`config.mk`:
```
export PLATFORM = sky130hd
export DESIGN_NAME = point_fetch_scheduler
export DESIGN_NICKNAME = d
export VERILOG_FILES = /design/src/rtl/point_fetch_scheduler.sv
export SDC_FILE = /design/constraint.sdc
export NUM_CORES = 1
export LEC_CHECK = 0
export ABC_AREA = 1
export CORE_ASPECT_RATIO = 0.7
export CORE_MARGIN = 4
export CORE_UTILIZATION = 45
export DETAILED_ROUTE_END_ITERATION = 8
export HOLD_SLACK_MARGIN = 0.02
export PLACE_DENSITY = 0.67
export SLEW_MARGIN = 20
export SYNTH_ARGS = -nofsm -noshare
export SYNTH_HDL_FRONTEND = slang
export SYNTH_SLANG_ARGS = --single-unit
```
`constraint.sdc`:
```
create_clock -name clock -period 14.55 [get_ports clock]
set_input_delay 2.91 -clock clock [delete_from_list [all_inputs] [get_ports clock]]
set_output_delay 2.91 -clock clock [all_outputs]
set_load 0.05 [all_outputs]
```
`src/rtl/point_fetch_scheduler.sv`:
```
// Point-memory read scheduler. It sweeps a point cloud in M-point feeder blocks and interleaves
// CORE_NUMBER-point core refill bursts. Define FETCH_STATS_EN to add block/burst counters.
module point_fetch_scheduler #(
  parameter int N           = 16,
  parameter int M           = 8,
  parameter int CORE_NUMBER = 2
) (
  input  logic             clock,
  input  logic             reset,
  input  logic             start,
  input  logic             stop,
  input  logic [N-1:0]     point_cloud_size,
  input  logic             core_req,
  input  logic [N-1:0]     core_base,
  output logic             core_ack,
  output logic             mem_rd_en,
  output logic [N-1:0]     mem_rd_addr,
  output logic             mem_rd_sel,
  output logic [N-1:0]     feeder_pos,
  output logic [M-1:0]     feeder_lane_vld,
  output logic             feeder_block_done,
  output logic             feeder_wrap,
  output logic             busy
`ifdef FETCH_STATS_EN
  ,
  output logic [31:0]      feeder_block_cnt,
  output logic [31:0]      core_burst_cnt
`endif
);

  localparam int LW = (M > 1) ? $clog2(M) : 1;
  localparam int CW = (CORE_NUMBER > 1) ? $clog2(CORE_NUMBER) : 1;

  typedef enum logic [1:0] {IDLE, FEED, CORE, STOPPING} state_t;

  state_t        state;
  logic [N-1:0]  size_q;
  logic [LW-1:0] lane;
  logic [CW-1:0] beat;

  // Address of feeder lane k; lanes at or past the cloud size read address 0.
  function automatic logic [N-1:0] lane_addr(input logic [N-1:0] base,
                                             input logic [N-1:0] size,
                                             input logic [N:0]   k);
    logic [N:0] sum;
    sum = {1'b0, base} + k;
    return (sum < {1'b0, size}) ? sum[N-1:0] : '0;
  endfunction

  function automatic logic [M-1:0] lane_mask(input logic [N-1:0] base,
                                             input logic [N-1:0] size);
    logic [M-1:0] mask;
    logic [N:0]   sum;
    mask = '0;
    for (int k = 0; k < M; k++) begin
      sum     = {1'b0, base} + (N+1)'(k);
      mask[k] = (sum < {1'b0, size});
    end
    return mask;
  endfunction

  logic [N:0]   pos_plus_m;
  logic         block_wraps;
  logic [N-1:0] next_pos;
  logic [N:0]   next_lane;
  logic [N:0]   base_wide;
  logic [N:0]   base_reduced;
  logic [N-1:0] core_first;
  logic [N:0]   core_inc;
  logic [N-1:0] core_next;

  // NOTE: every always_comb output gets a default first so no path can infer a latch.
  always_comb begin
    pos_plus_m   = {1'b0, feeder_pos} + (N+1)'(M);
    block_wraps  = (pos_plus_m >= {1'b0, size_q});
    next_pos     = block_wraps ? '0 : pos_plus_m[N-1:0];
    next_lane    = (N+1)'(lane) + (N+1)'(1);
    // A core base is assumed to lie below twice the cloud size, so one subtraction reduces it.
    base_wide    = {1'b0, core_base};
    base_reduced = base_wide - {1'b0, size_q};
    core_first   = (base_wide >= {1'b0, size_q}) ? base_reduced[N-1:0] : core_base;
    core_inc     = {1'b0, mem_rd_addr} + (N+1)'(1);
    core_next    = (core_inc >= {1'b0, size_q}) ? '0 : core_inc[N-1:0];
  end

  // NOTE: sequential state uses non-blocking assignments only, so every register samples
  // the values from before the edge regardless of statement order.
  always_ff @(posedge clock) begin
    if (!reset) begin
      state             <= IDLE;
      size_q            <= '0;
      lane              <= '0;
      beat              <= '0;
      mem_rd_en         <= 1'b0;
      mem_rd_addr       <= '0;
      mem_rd_sel        <= 1'b0;
      feeder_pos        <= '0;
      feeder_lane_vld   <= '0;
      core_ack          <= 1'b0;
      feeder_block_done <= 1'b0;
      feeder_wrap       <= 1'b0;
      busy              <= 1'b0;
    end else begin
      // Pulses and the read strobe are asserted only by the branches that need them.
      core_ack          <= 1'b0;
      feeder_block_done <= 1'b0;
      feeder_wrap       <= 1'b0;
      mem_rd_en         <= 1'b0;
      mem_rd_sel        <= 1'b0;
      mem_rd_addr       <= '0;

      case (state)
        IDLE: begin
          if (start) begin
            size_q          <= point_cloud_size;
            feeder_pos      <= '0;
            feeder_lane_vld <= lane_mask('0, point_cloud_size);
            lane            <= '0;
            busy            <= 1'b1;
            if (point_cloud_size == '0) begin
              state <= STOPPING;
            end else begin
              state     <= FEED;
              mem_rd_en <= 1'b1;
            end
          end
        end

        FEED: begin
          if (lane != LW'(M - 1)) begin
            lane        <= lane + 1'b1;
            mem_rd_en   <= 1'b1;
            mem_rd_addr <= lane_addr(feeder_pos, size_q, next_lane);
          end else begin
            // Block boundary: report the block, advance the sweep, then arbitrate.
            lane              <= '0;
            feeder_block_done <= 1'b1;
            feeder_wrap       <= block_wraps;
            feeder_pos        <= next_pos;
            feeder_lane_vld   <= lane_mask(next_pos, size_q);
            if (stop) begin
              state <= STOPPING;
            end else if (core_req) begin
              state       <= CORE;
              beat        <= '0;
              mem_rd_en   <= 1'b1;
              mem_rd_sel  <= 1'b1;
              mem_rd_addr <= core_first;
            end else begin
              state       <= FEED;
              mem_rd_en   <= 1'b1;
              mem_rd_addr <= next_pos;
            end
          end
        end

        CORE: begin
          if (beat != CW'(CORE_NUMBER - 1)) begin
            beat        <= beat + 1'b1;
            mem_rd_en   <= 1'b1;
            mem_rd_sel  <= 1'b1;
            mem_rd_addr <= core_next;
          end else begin
            // After a core burst one feeder block always runs before the next grant.
            core_ack <= 1'b1;
            if (stop) begin
              state <= STOPPING;
            end else begin
              state       <= FEED;
              mem_rd_en   <= 1'b1;
              mem_rd_addr <= feeder_pos;
            end
          end
        end

        STOPPING: begin
          state <= IDLE;
          busy  <= 1'b0;
        end

        default: begin
          state <= IDLE;
          busy  <= 1'b0;
        end
      endcase
    end
  end

`ifdef FETCH_STATS_EN
  always_ff @(posedge clock) begin
    if (!reset) begin
      feeder_block_cnt <= '0;
      core_burst_cnt   <= '0;
    end else if (state == IDLE && start) begin
      feeder_block_cnt <= '0;
      core_burst_cnt   <= '0;
    end else begin
      if (feeder_block_done && feeder_block_cnt != '1) feeder_block_cnt <= feeder_block_cnt + 1'b1;
      if (core_ack && core_burst_cnt != '1)            core_burst_cnt   <= core_burst_cnt + 1'b1;
    end
  end
`endif

endmodule

```
==> results of run 1 <==
==> per-stage QoR <==
stage	setup slack [ns]	instance area, um^2
floorplan	9.24	10800
global placement	8.30	12000
detailed placement	8.22	12000
CTS	8.57	12300
global route	7.89	12300
finish	8.33	12300
==> critical path, delay by kind of cell, from the launching register on <==
| kind | cells | cell delay [ns] |
|---|---|---|
| buf+inv | 2 | 0.19 |
| flops | 1 | 0.50 |
| simple gates | 23 | 3.36 |
| xor+xnor | 2 | 0.64 |
| compound gates | 3 | 0.48 |
| fa+ha+maj | 3 | 0.96 |
==> cell type report <==
cell class | instances | share of cell area [%]
inverter | 206 | 6.28
clock inverter | 6 | 0.923
timing repair buffer | 100 | 7.75
multi-input combinational | 1317 | 68.9
tap | 318 | 3.23
clock buffer | 9 | 1.83
sequential | 68 | 11.0
==> registers in the layout, indices dropped and copies added, names as in the netlist <==
register           flops
feeder_lane_vld        8
mem_rd_sel             1
state                  2
mem_rd_addr           16
feeder_pos            16
lane                   3
size_q                16
feeder_block_done      1
beat                   1
core_ack               1
feeder_wrap            1
mem_rd_en              1
busy                   1
==> worst paths after layout <==
path                         startpoint                         endpoint  slack (ns)
max          feeder_pos[8]$_SDFFE_PN0P_  feeder_lane_vld[6]$_SDFFE_PN0P_        8.33
min                lane[2]$_SDFFE_PN0P_             lane[2]$_SDFFE_PN0P_        0.49
max reg2reg  feeder_pos[8]$_SDFFE_PN0P_  feeder_lane_vld[6]$_SDFFE_PN0P_        8.33
min reg2reg        lane[2]$_SDFFE_PN0P_             lane[2]$_SDFFE_PN0P_        0.49
==> metal layers <==
| layer | GRT usage (%) | up-vias | share of wire, % |
|---|---|---|---|
| met4 | 6.09 | 0 | 1.8 |
| li1 | - | 5617 | - |
| met1 | 48.9 | 5294 | 47 |
| met5 | 0 | - | 0 |
| met3 | 12.3 | 64 | 13 |
| met2 | 43.8 | 625 | 38 |
==> layout by cell type, fill, tap and decap left out, types with 7 or more instances in the layout <==
master                            instances
sky130_fd_sc_hd__buf_4                   18
sky130_fd_sc_hd__nor2_1                 131
sky130_fd_sc_hd__nand4_1                 47
sky130_fd_sc_hd__a21oi_1                127
sky130_fd_sc_hd__a31oi_1                  9
sky130_fd_sc_hd__o21a_1                  11
sky130_fd_sc_hd__a211oi_1                12
sky130_fd_sc_hd__xnor2_1                 10
sky130_fd_sc_hd__o22ai_1                 13
sky130_fd_sc_hd__nor2_4                   9
sky130_fd_sc_hd__ha_1                   199
sky130_fd_sc_hd__or2_2                    7
sky130_fd_sc_hd__clkdlybuf4s50_1         82
sky130_fd_sc_hd__xor2_1                 115
sky130_fd_sc_hd__nand3b_1                11
sky130_fd_sc_hd__nand3_1                 55
sky130_fd_sc_hd__clkbuf_16                9
sky130_fd_sc_hd__nor3_1                  39
sky130_fd_sc_hd__inv_2                   10
sky130_fd_sc_hd__o21ai_0                 73
sky130_fd_sc_hd__dfxtp_1                 68
sky130_fd_sc_hd__nand2_1                368
sky130_fd_sc_hd__o211ai_1                25
sky130_fd_sc_hd__inv_1                  192
==> logic make-up after synthesis <==
family | after synthesis
compound gates | 288
xor+xnor | 125
fa+ha+maj | 201
buf+inv | 240
flops | 68
simple gates | 703
==> power by group <==
group          internal (mW)  switching, mW
clock                  0.167         0.0899
combinational          0.281          0.606
sequential             0.218         0.0184
total                  0.666          0.714
==> metrics.md, run 1 <==
| Metric | Value |
|---|---|
| Worst Tran Pin Value | between 1 and 1.5 ns |
| Total negative slack for setup checks | 0 ns |
| Initial DRC Count | between 1000 and 1500 |
| Total DRC errors in the routed layout | 0 |
| Worst clock skew on the final layout | between 0.009 and 0.01 ns |
| Count of distinct cell types in the synthesized netlist | a little over 50 |
| Global-route wire length before repair | roughly 65000 um |
| Startpoint type of the worst setup path | register |
| Total power draw | 1.38 mW |
| Hold path cells | 2 |
| Vias after detailed routing | 11600 |
| Largest buffer count on any clock path | 2 |
| Worst path arrival time | between 6 and 7 ns |
| Final net count | about 1900 |
| Post-detailed-route via-to-cell ratio | about 5.7 |
| Post-cts resize count | 0 |
| Std-Cell Core Area | about 24000 um^2 |
| Power per cell area | 112 nW/um^2 |
| Die width | 193 um |
| Maximum vdd drop | ~0.095 mV |
| Clock sink count | 68 |
| Area share of the largest cell type after synthesis | roughly 23% |
| Share of the core filled with cells in the final layout | 52.3% |
| Max transition margin | 27.0% |
| #FFs+latches synth | ~70 |
| Max-cap violation count | 0 |
| Ys flop type | sky130_fd_sc_hd__dfxtp_1 |
| DRT antenna net count | 0 |
| Warning count from the yosys run | 0 |
| Synthesized net count | 1863 |
| Average detailed-routed wire length per instance | ~21 um |
| Multiplexer area fraction after synthesis | 0% |
| Setup repair after global routing missed its margin | no |
| Placed insts | roughly 2000 |
| Sequential fraction of the synthesis area | 12.6% |
| GRT Util Overall | 32.5% |
| Final number of max-transition violations | 0 |
| Total of endpoints with negative setup slack in the final report | 0 |
| Cell at the root of the clock tree | sky130_fd_sc_hd__clkbuf_16 |
| Worst hold margin | between 0.4 and 0.5 ns |
| Worst hold path class | register to register |
| Diodes inserted | 0 |
| Post-Synth Adder-Cell Area | a little under a quarter |
| Cell with the most instances after synthesis | sky130_fd_sc_hd__nand2_1 |
| Mapped Avg Cell Area | 6.63 um^2 |
| Placer's final routability congestion estimate | between 1 and 1.5 |
| Period utilisation layout | a little over two fifths |
| Initial antenna violation count | 0 |
| Time the final worst path needs with I/O delays and setup | 6.22 ns |
| Total half-perimeter wirelength after legalization and detailed placement | between 30000 and 40000 um |
| Number of search-and-repair iterations in the first detailed-routing pass | 6 |
| Row cnt | 47 |
| Combinational family with the most area after synthesis | simple AND/OR/NAND/NOR gates |
| Worst Path Class, Setup | register to register |
| Area of the mapped netlist | about 11000 um^2 |
| Reg area | approximately 1400 um^2 |
| Area Growth Syn to Fin | 14.4% |
| Buffers inserted by post-CTS timing repair | 0 |
| Area of combinational cells with multiple inputs | 8500 um^2 |
| Number of instances in the synthesized netlist | between 1500 and 2000 |
| Simple-gate portion of the synthesized area | between 30% and 40% |
| Cell taking the most area after synthesis | sky130_fd_sc_hd__ha_1 |
| R2R depth | 33 |
| Effective utilization at floorplan | a little under half |
| Grt total ovfl | 0 |
| Hold Vio Cnt, Final | 0 |
| Top cells by area in the synthesized netlist | sky130_fd_sc_hd__ha_1, sky130_fd_sc_hd__nand2_1, sky130_fd_sc_hd__dfxtp_1 |
| Synthesized-area fraction occupied by xor and xnor cells | between 10% and 20% |
| CTS tree | built |
| H-tree level count | 3 |
| Asr flop ratio synth | 0% |
| Clock latency on the worst-skew pair | approximately 0.35 ns |
| Crit-path max cell delay | approximately 0.59 ns |
| Result of the run | finished clean |
| Largest net degree at the start of global routing | 33 |
| Total of hold buffers inserted after clock tree synthesis | 0 |
| Die Outline Area | 26500 um^2 |
| Endpoint type of the worst setup path | register |
| Num ports | 83 |
| Total clock buffers created by CTS | 9 |
| Most numerous cell types in the synthesized netlist | sky130_fd_sc_hd__nand2_1, sky130_fd_sc_hd__ha_1, sky130_fd_sc_hd__inv_1, sky130_fd_sc_hd__nor2_1, sky130_fd_sc_hd__a21oi_1 |
| Required time of the critical path | between 10 and 15 ns |
| CP dominant cell by count | sky130_fd_sc_hd__nand2_1 |
| Clk slew on worst S/H paths | around 0.060 ns |
| Synth Area in Compound Gates | between 15 and 20% |
| Filler instances | 2403 |
| Top fanout value on the critical path | 13 |
| Number of enable-type register cells in the synthesized netlist | 0 |
| Max Fclk | 0.161 GHz |
| # port buffers | between 80 and 90 |
| Die outline height | about 140 um |
| Vias in the first global route | 10613 |
| Cell with the largest stage delay on the worst path | sky130_fd_sc_hd__nor2_2 |
| Final non-filler cell total | 2024 |
| Layout cell share with drive strength beyond 1 | between 5 and 6% |
| Total length of routed wires | 43500 um |
| Leak Pwr | 6.05 nW |
Note: power is estimated with default switching activity, not from simulation.
==> run 2, diff against run 1 <==
--- a/config.mk
+++ b/config.mk
@@ -11,7 +11,7 @@
 export CORE_UTILIZATION = 45
 export DETAILED_ROUTE_END_ITERATION = 8
 export HOLD_SLACK_MARGIN = 0.02
-export PLACE_DENSITY = 0.67
+export PLACE_DENSITY = 0.7
 export SLEW_MARGIN = 20
 export SYNTH_ARGS = -nofsm -noshare
 export SYNTH_HDL_FRONTEND = slang
==> constraint.sdc (replaced) <==
create_clock -name clock -period 5.2 [get_ports clock]
set_input_delay 1.04 -clock clock [delete_from_list [all_inputs] [get_ports clock]]
set_output_delay 1.04 -clock clock [all_outputs]
set_load 0.05 [all_outputs]
==> metrics.md, run 2 (synthesis gave the netlist of run 1 again) <==
| Metric | Value |
|---|---|
| CTS tree | built (unchanged) |
| Worst path arrival time | 5.24 ns (was 6.50 ns) |
| Endpoint type of the worst setup path | register (unchanged) |
| Die outline height | 137 um (unchanged) |
| Hold path cells | 2 (unchanged) |
| Final net count | 2016 (was 1940) |
| Most frequent standard cell in the layout excluding fill and tap cells | sky130_fd_sc_hd__nand2_1 (unchanged) |
| Leading registers by flop count | feeder_pos x16, mem_rd_addr x16, size_q x16 (unchanged) |
| Post-detailed-route via-to-cell ratio | 5.73 (about the same) |
| Reg area | 1370 um^2 (was 1360 um^2) |
| Diodes inserted | 0 (unchanged) |
| Num ports | 83 (unchanged) |
| Grt total ovfl | 0 (unchanged) |
| Layout cell share with drive strength beyond 1 | 12.0% (was 5.28%) |
| Leak Pwr | 6.47 nW (was 6.05 nW) |
| Std-Cell Core Area | 23600 um^2 (unchanged) |
| Internal Dissipation | 1.86 mW (was 0.666 mW) |
| Largest buffer count on any clock path | 2 (unchanged) |
| Largest net degree at the start of global routing | 33 (unchanged) |
| Area of combinational cells with multiple inputs | 8730 um^2 (was 8500 um^2) |
| Cell with the largest stage delay on the worst path | sky130_fd_sc_hd__xor2_1 (was sky130_fd_sc_hd__nor2_2) |
| Total of endpoints with negative setup slack in the final report | 0 (unchanged) |
| Effective utilization at floorplan | 45.7% (unchanged) |
| Required time of the critical path | 5.47 ns (was 14.83 ns) |
| Number of search-and-repair iterations in the first detailed-routing pass | 6 (unchanged) |
| Worst hold path class | register to register (unchanged) |
| Clock latency on the worst-skew pair | 0.34 ns (was 0.35 ns) |
| R2R depth | 31 (was 33) |
| Clock sink count | 68 (unchanged) |
| Worst-case setup margin in the final layout | 0.233 ns (was 8.33 ns) |
| Hold Vio Cnt, Final | 0 (unchanged) |
| Total clock buffers created by CTS | 9 (unchanged) |
| Initial antenna violation count | 1 (was 0) |
| Max-cap violation count | 0 (unchanged) |
| Die Outline Area | 26500 um^2 (unchanged) |
| Worst Tran Pin Value | 1.05 ns (was 1.09 ns) |
| Clk slew on worst S/H paths | 0.06 ns (about the same) |
| Top fanout value on the critical path | 8 (was 13) |
| Period utilisation layout | 95.5% (was 42.7%) |
| Startpoint type of the worst setup path | register (unchanged) |
| Total half-perimeter wirelength after legalization and detailed placement | 36100 um (was 34600 um) |
| Result of the run | finished clean (unchanged) |
| Power per cell area | 297 nW/um^2 (was 112 nW/um^2) |
| Setup repair after global routing missed its margin | yes (was no) |
| Max transition margin | 29.7% (was 27.0%) |
| # port buffers | 82 (unchanged) |
| Vias after detailed routing | 12039 (was 11600) |
| Cell at the root of the clock tree | sky130_fd_sc_hd__clkbuf_16 (unchanged) |
| Power share of the sequential group | 17.0% (was 17.2%) |
| Sw Share | 52.3% (was 51.8%) |
| Maximum vdd drop | 0.329 mV (was 0.0948 mV) |
| Total power draw | 3.90 mW (was 1.38 mW) |
| Switching power summed over all nets | 2.04 mW (was 0.714 mW) |
| Combinational power share | 65.7% (was 64.2%) |
| Total DRC errors in the routed layout | 0 (unchanged) |
| Most frequent cells in the layout | sky130_fd_sc_hd__nand2_1, sky130_fd_sc_hd__ha_1, sky130_fd_sc_hd__inv_1, sky130_fd_sc_hd__a21oi_1, sky130_fd_sc_hd__nor2_1 (was sky130_fd_sc_hd__nand2_1, sky130_fd_sc_hd__ha_1, sky130_fd_sc_hd__inv_1, sky130_fd_sc_hd__nor2_1, sky130_fd_sc_hd__a21oi_1) |
| Row cnt | 47 (unchanged) |
| Time the final worst path needs with I/O delays and setup | 4.97 ns (was 6.22 ns) |
| Final number of max-transition violations | 0 (unchanged) |
| Share of the core filled with cells in the final layout | 55.7% (was 52.3%) |
| Crit-path max cell delay | 0.38 ns (was 0.59 ns) |
| Part of the total power dissipated in the clock network | 17.3% (was 18.6%) |
| Area Growth Syn to Fin | 22.0% (was 14.4%) |
| Die width | 193 um (unchanged) |
| Worst Path Class, Setup | register to register (unchanged) |
| Initial DRC Count | 1372 (was 1366) |
| Placer's final routability congestion estimate | 1.07 (was 1.06) |
| Filler instances | 2359 (was 2403) |
| H-tree level count | 3 (unchanged) |
| Average detailed-routed wire length per instance | 21.6 um (was 21.5 um) |
| Total length of routed wires | 45400 um (was 43500 um) |
| Worst clock skew on the final layout | 0.0127 ns (was 0.00928 ns) |
| DRT antenna net count | 0 (unchanged) |
| Max Fclk | 0.201 GHz (was 0.161 GHz) |
| CP dominant cell by count | sky130_fd_sc_hd__nand2_1 (unchanged) |
| Setup slack after placement | 0.00147 ns (was 8.22 ns) |
| Vias in the first global route | 11118 (was 10613) |
| Global-route wire length before repair | 67200 um (was 64700 um) |
| GRT Util Overall | 33.8% (was 32.5%) |
==> run 2: cell types whose count changed in the layout (fill, tap and decap cells not counted), sizes merged <==
cell,delta
buf,+76
clkinv,+2
bufinv,-1
inv,+1
clkinvlp,-1
==> run 2: final timing paths <==
check                           slack (ns)                         endpoint                       start
worst max-delay path                  0.23  feeder_lane_vld[2]$_SDFFE_PN0P_  feeder_pos[3]$_SDFFE_PN0P_
worst min-delay path                  0.51                beat$_SDFFE_PN0P_           beat$_SDFFE_PN0P_
worst max register to register        0.23  feeder_lane_vld[2]$_SDFFE_PN0P_  feeder_pos[3]$_SDFFE_PN0P_
worst min register to register        0.51                beat$_SDFFE_PN0P_           beat$_SDFFE_PN0P_
==> run 2: cell type report <==
cell class | count | area share, %
clock inverter | 7 | 0.752
sequential | 68 | 10.4
clock buffer | 9 | 1.71
tap | 318 | 3.03
inverter | 206 | 5.89
timing repair buffer | 176 | 11.8
multi-input combinational | 1317 | 66.4
==> run 2: worst max-delay path: cells and delay by family, from the launching register on <==
family,cells,cell delay (ns)
buf+inv,4,0.60
flops,1,0.37
simple gates,18,2.20
xor+xnor,1,0.38
fa+ha+maj,2,0.58
compound gates,6,0.76
==> run 2: timing repair <==
item | in CTS | in global routing
buffers inserted | 0 | 6
gates cloned | 0 | 0
hold buffers | 0 | 0
gates resized for setup | 1 | 60
pin swaps | 0 | 15
setup endpoints to repair | 6 | 7
==> run 2: power groups by stage <==
stage          registers (mW)  logic [mW]  clock network, mW
6_report                0.664        2.56              0.673
2_1_floorplan           0.796        1.51                  0
3_5_place_dp            0.673        2.45                  0
3_3_place_gp            0.672        2.42                  0
5_1_grt                 0.673        2.83              0.702
4_1_cts                 0.663        2.46              0.681
==> run 2: through the flow <==
stage | hold slack (ns) | TNS (ns) | instance area (um^2) | instances
after floorplan | 0.462 | 0 | 10800 | 1625
after global placement | 0.492 | -0.0567 | 12500 | 2079
after detailed placement | 0.501 | 0 | 12500 | 2079
after CTS | 0.511 | 0 | 12900 | 2095
after global routing | 0.532 | -0.335 | 13100 | 2101
final | 0.512 | 0 | 13100 | 2101
==> run 2: metal layers <==
layer	share of wire (%)	track usage, %
met1	46	51.3
met2	37	44.7
met3	15	13.1
met4	1.6	6.25
met5	0.029	0
